**config.mk**
```make
export PLATFORM = sky130hd
export DESIGN_NAME = multi_bit_sync_filt
export DESIGN_NICKNAME = d
export VERILOG_FILES = /design/src/rtl/multi_bit_sync_filt_pkg.sv /design/src/rtl/multi_bit_sync_filt_chan.sv /design/src/rtl/multi_bit_sync_filt.sv
export SDC_FILE = /design/constraint.sdc
export NUM_CORES = 1
export LEC_CHECK = 0
export CAP_MARGIN = 20
export CORE_AREA = 8 8 45 47
export DETAILED_ROUTE_END_ITERATION = 8
export DIE_AREA = 0 0 53 55
export PLACE_DENSITY = 0.43
export REMOVE_ABC_BUFFERS = 1
export SETUP_SLACK_MARGIN = 0.5
export SLEW_MARGIN = 10
export SYNTH_ARGS = -nofsm -noshare
export SYNTH_HDL_FRONTEND = slang
export SYNTH_SLANG_ARGS = --single-unit
```
**constraint.sdc**
```tcl
create_clock -name CLK -period 3.9 [get_ports CLK]
set_clock_uncertainty 0.2 [all_clocks]
set_input_delay 0.78 -clock CLK [delete_from_list [all_inputs] [get_ports CLK]]
set_output_delay 0.78 -clock CLK [all_outputs]
set_load 0.01 [all_outputs]
```
**src/rtl/multi_bit_sync_filt_pkg.sv**
```systemverilog
// Shared sizing helpers and legal parameter bounds for the multi-bit synchroniser/filter.
// Latency: not applicable (compile-time only).
// Backpressure: none.
package multi_bit_sync_filt_pkg;

    localparam int NUM_STAGES_MIN = 2;
    localparam int NUM_STAGES_MAX = 8;
    localparam int BUS_WIDTH_MIN  = 1;
    localparam int BUS_WIDTH_MAX  = 32;
    localparam int FILT_LEN_MIN   = 1;
    localparam int FILT_LEN_MAX   = 255;

    // Counter must hold 0..FILT_LEN; never narrower than one bit.
    function automatic int cnt_width(input int filt_len);
        if (filt_len + 1 <= 2)
            return 1;
        return $clog2(filt_len + 1);
    endfunction

    function automatic bit params_ok(input int num_stages, input int bus_width,
                                     input int filt_len);
        return (num_stages >= NUM_STAGES_MIN) && (num_stages <= NUM_STAGES_MAX) &&
               (bus_width  >= BUS_WIDTH_MIN)  && (bus_width  <= BUS_WIDTH_MAX)  &&
               (filt_len   >= FILT_LEN_MIN)   && (filt_len   <= FILT_LEN_MAX);
    endfunction

endpackage

```
**src/rtl/multi_bit_sync_filt_chan.sv**
```systemverilog
// One channel: NUM_STAGES synchroniser chain, persistence filter, registered level and edge pulses.
// Latency: NUM_STAGES + FILT_LEN edges from a stable input change to SYNC.
// Backpressure: none; free-running level path.
module bit_sync_chan
    import multi_bit_sync_filt_pkg::*;
#(
    parameter int   NUM_STAGES = 2,
    parameter int   FILT_LEN   = 1,
    parameter logic RST_VAL    = 1'b0
) (
    input  logic CLK,
    input  logic RST,
    input  logic ASYNC,
    output logic SYNC,
    output logic RISE,
    output logic FALL
);

    localparam int            CW      = cnt_width(FILT_LEN);
    localparam logic [CW-1:0] CNT_MAX = CW'(FILT_LEN - 1);

    logic [NUM_STAGES-1:0] chain;
    logic                  raw;
    logic [CW-1:0]         cnt;
    logic [CW-1:0]         cnt_nxt;
    logic                  accept;

    assign raw = chain[NUM_STAGES-1];

    always_ff @(posedge CLK or posedge RST) begin
        if (RST)
            chain <= {NUM_STAGES{RST_VAL}};
        else
            chain <= {chain[NUM_STAGES-2:0], ASYNC};
    end

    // A differing sample must persist FILT_LEN consecutive edges before it is
    // accepted; any return to the current level restarts the count.
    always_comb begin
        accept  = 1'b0;
        cnt_nxt = cnt;
        if (raw == SYNC) begin
            cnt_nxt = '0;
        end else if (cnt == CNT_MAX) begin
            accept  = 1'b1;
            cnt_nxt = '0;
        end else begin
            cnt_nxt = cnt + CW'(1);
        end
    end

    always_ff @(posedge CLK or posedge RST) begin
        if (RST) begin
            cnt  <= '0;
            SYNC <= RST_VAL;
            RISE <= 1'b0;
            FALL <= 1'b0;
        end else begin
            cnt  <= cnt_nxt;
            RISE <= accept & raw;
            FALL <= accept & ~raw;
            if (accept)
                SYNC <= raw;
        end
    end

endmodule

```
**src/rtl/multi_bit_sync_filt.sv**
```systemverilog
// Bank of independent single-bit synchronisers with glitch filter and edge pulses.
// Latency: NUM_STAGES + FILT_LEN edges per channel.
// Backpressure: none; outputs are registered levels/pulses.
module multi_bit_sync_filt
    import multi_bit_sync_filt_pkg::*;
#(
    parameter int                   NUM_STAGES = 2,
    parameter int                   BUS_WIDTH  = 1,
    parameter int                   FILT_LEN   = 1,
    parameter logic [BUS_WIDTH-1:0] RST_VAL    = '0
) (
    input  logic                 CLK,
    input  logic                 RST,
    input  logic [BUS_WIDTH-1:0] ASYNC,
    output logic [BUS_WIDTH-1:0] SYNC,
    output logic [BUS_WIDTH-1:0] RISE,
    output logic [BUS_WIDTH-1:0] FALL
);

    if (!params_ok(NUM_STAGES, BUS_WIDTH, FILT_LEN)) begin : g_param_err
        $error("multi_bit_sync_filt: parameter out of range (NUM_STAGES=%0d BUS_WIDTH=%0d FILT_LEN=%0d)",
               NUM_STAGES, BUS_WIDTH, FILT_LEN);
    end

    for (genvar i = 0; i < BUS_WIDTH; i++) begin : g_chan
        bit_sync_chan #(
            .NUM_STAGES (NUM_STAGES),
            .FILT_LEN   (FILT_LEN),
            .RST_VAL    (RST_VAL[i])
        ) u_chan (
            .CLK   (CLK),
            .RST   (RST),
            .ASYNC (ASYNC[i]),
            .SYNC  (SYNC[i]),
            .RISE  (RISE[i]),
            .FALL  (FALL[i])
        );
    end

endmodule

```
==> flow_metrics.py <==
metrics = {
    "synth": {
        "avgSynthCellArea_um2": 16.0,
        "synth_top_area_cell": "dfrtp_1",
        "ys_types": 4,
        "synth.top_cell.area_share": 0.709,
        "synth-seq-area-share": 0.709,
        "synthCells": 11,
        "synth_seq_cells": 5,
        "ys_warn_count": 0,
        "synth_area_um2": 176,
        "synth_area_leaders": "dfrtp_1 (71%), ha_1 (14%), mux2_4 (8.5%)",
    },
    "global_routing": {
        "grt_pass1_wl_um": 476,
        "grt_pass1_vias": 121,
        "antenna_found_initial": 0,
        "grt_max_degree": 6,
        "gr-total-overflow": 0,
        "grtUsageTotal": 0.0302,
    },
    "clock_tree": {
        "clk_path_buf_depth": 2,
        "numCtsBuffers": 3,
        "clock_sinks": 5,
        "clk_pin_slew_worst_paths_ns": 0.04,
        "root_buffer": "clkbuf_4",
        "tritoncts": "built",
        "cts_max_level": 1,
        "postCtsSetupBuffers": 0,
        "cts_hold_buf": 0,
        "cts_resized": 0,
        "clk-insertion-delay-late_ns": 0.24,
    },
    "run": {
        "cap_violations": 0,
    },
    "sta": {
        "rsz0062_at_grt": "no",
        "finalSetupViolCount": 0,
        "hold_viol": 0,
        "relSlewSlack": 0.877,
        "maxSlewViolCount": 0,
        "finalCritPeriodShare": 0.551,
        "worst_slack_ns": 1.75,
        "setup_tns_ns": 0,
        "fin_crit_ns": 2.15,
        "max_freq_mhz": 465,
        "tightestPinTransition_ns": 0.184,
    },
    "pwr": {
        "power_density_nw_per_um2": 667,
        "power_leakage_nw": 0.135,
        "max-vdd-ir-drop_mv": 0.157,
    },
    "floorplanning": {
        "coreArea_um2": 1380,
        "die_w_um": 53,
        "fp.dieH_um": 55,
        "rows": 14,
        "dieArea_um2": 2920,
        "io-pin-count": 6,
        "start_util": 0.127,
    },
    "place": {
        "post_dp_cell_area_um2": 246,
        "place_ws_ns": 1.99,
        "place.gp.congestion": 0.597,
        "portBuffers": 5,
    },
    "cells_and_area": {
        "area_growth_pct": 54.6,
        "fillCellCount": 150,
        "regArea_um2": 125,
        "final_util": 0.197,
        "nNetsFinal": 26,
        "diodes": 0,
        "drive_gt1_frac": 0.200,
        "multi_input_area_um2": 40.0,
        "finish.instance_area_um2": 273,
    },
    "worst_setup_path": {
        "r2r-start": "g_chan[0].u_chan.SYNC$_DFFE_PP0P_",
        "cpPeakStageDelay_ns": 0.56,
        "endpoint": "SYNC",
        "cp_cell_sequence": "clkdlybuf4s50_1",
        "cp-startpoint": "g_chan[0].u_chan.SYNC$_DFFE_PP0P_",
        "endpoint_kind": "primary output",
        "slowest_stage": "clkdlybuf4s50_1",
        "crit_family": "buffers and inverters",
        "crit_cells": 1,
        "path_class": "reg -> out",
        "critPathRequiredTime_ns": 2.92,
        "worstPathArrival_ns": 1.17,
        "reg2reg_depth": 3,
        "cp_num_buf_inv": 1,
        "cp-start-kind": "register",
        "crit-reg2reg-capture": "g_chan[0].u_chan.SYNC$_DFFE_PP0P_",
        "path_max_fanout": 4,
        "r2r_slack_ns": 2.54,
    },
    "drt": {
        "vias": 102,
        "detail_route.vias_per_cell": 2.83,
        "firstDrtPassIters": 1,
        "drc": 0,
        "wl_per_cell_um": 7.58,
        "drt-initial-drc-count": 0,
        "routed_wl_um": 273,
        "ant_nets": 0,
    },
    "hold_path": {
        "min_path_type": "reg -> reg",
    },
    "outcome": {
        "status": "finished clean",
    },
}
==> where the power goes <==
part,leakage (nW),switching [mW],total (mW),internal [mW]
clock network,0.0150,0.0192,0.0577,0.0386
logic,0.0589,0.0187,0.0530,0.0343
registers,0.0607,0.00700,0.0713,0.0643
total,0.135,0.0449,0.182,0.137
==> layout by cell type, fill, tap and decap left out <==
cell and count:
clkbuf_1 1, dfrtp_1 5, clkbuf_4 3, mux2_4 1
inv_1 3, clkdlybuf4s50_1 5, ha_1 2
==> through the flow <==
stage / power, mW / cells / hold WS [ns]
after CTS: 0.186 / 36 / 0.150
after floorplan: 0.0975 / 11 / 0.131
after global routing: 0.198 / 36 / 0.164
final: 0.182 / 36 / 0.145
after global placement: 0.123 / 32 / 0.136
after detailed placement: 0.126 / 32 / 0.140
==> state kept, by name (all words and copies together), names as in the netlist <==
name	count
g_chan.u_chan.RISE	1
g_chan.u_chan.chain	2
g_chan.u_chan.SYNC	1
g_chan.u_chan.FALL	1
==> metal layers <==
metal | vias to the layer above | wire, µm | track usage
met3 | 0 | 77 | 0.0588
met5 | - | 0 | 0
met4 | 0 | 0 | 0.0388
met2 | 6 | 93 | 0.0234
li1 | 49 | - | -
met1 | 47 | 102 | 0.0185
==> cell usage after synthesis, drive strengths merged <==
master  n
dfrtp   5
inv     3
ha      2
mux2    1
==> final cells by class <==
class / count / share of cell area
Inverter: 3 / 0.0413
Timing Repair Buffer: 5 / 0.183
Tap cell: 16 / 0.0734
Clock buffer: 4 / 0.0963
Sequential cell: 5 / 0.459
Multi-Input combinational cell: 3 / 0.147
==> kinds of logic (layout without fill, tap and decap cells) <==
group / count (synthesis) / after routing / share of synthesized area
muxes: 1 / 1 / 0.0851
DFF: 5 / 5 / 0.709
buffers and inverters: 3 / 12 / 0.0638
adders and majority gates: 2 / 2 / 0.142
==> how the worst min path moves through the flow <==
stage	start	end	slack, ns	depth (start not counted)
finish	g_chan[0].u_chan.chain[0]$_DFF_PP0_	g_chan[0].u_chan.chain[1]$_DFF_PP0_	0.14	0
global route	g_chan[0].u_chan.chain[0]$_DFF_PP0_	g_chan[0].u_chan.chain[1]$_DFF_PP0_	0.16	0
CTS	g_chan[0].u_chan.chain[0]$_DFF_PP0_	g_chan[0].u_chan.chain[1]$_DFF_PP0_	0.15	0
detailed placement	g_chan[0].u_chan.chain[0]$_DFF_PP0_	g_chan[0].u_chan.chain[1]$_DFF_PP0_	0.14	0
global placement	g_chan[0].u_chan.chain[0]$_DFF_PP0_	g_chan[0].u_chan.chain[1]$_DFF_PP0_	0.14	0
floorplan	g_chan[0].u_chan.chain[0]$_DFF_PP0_	g_chan[0].u_chan.chain[1]$_DFF_PP0_	0.13	0
Note: power is estimated with default switching activity, not from simulation.
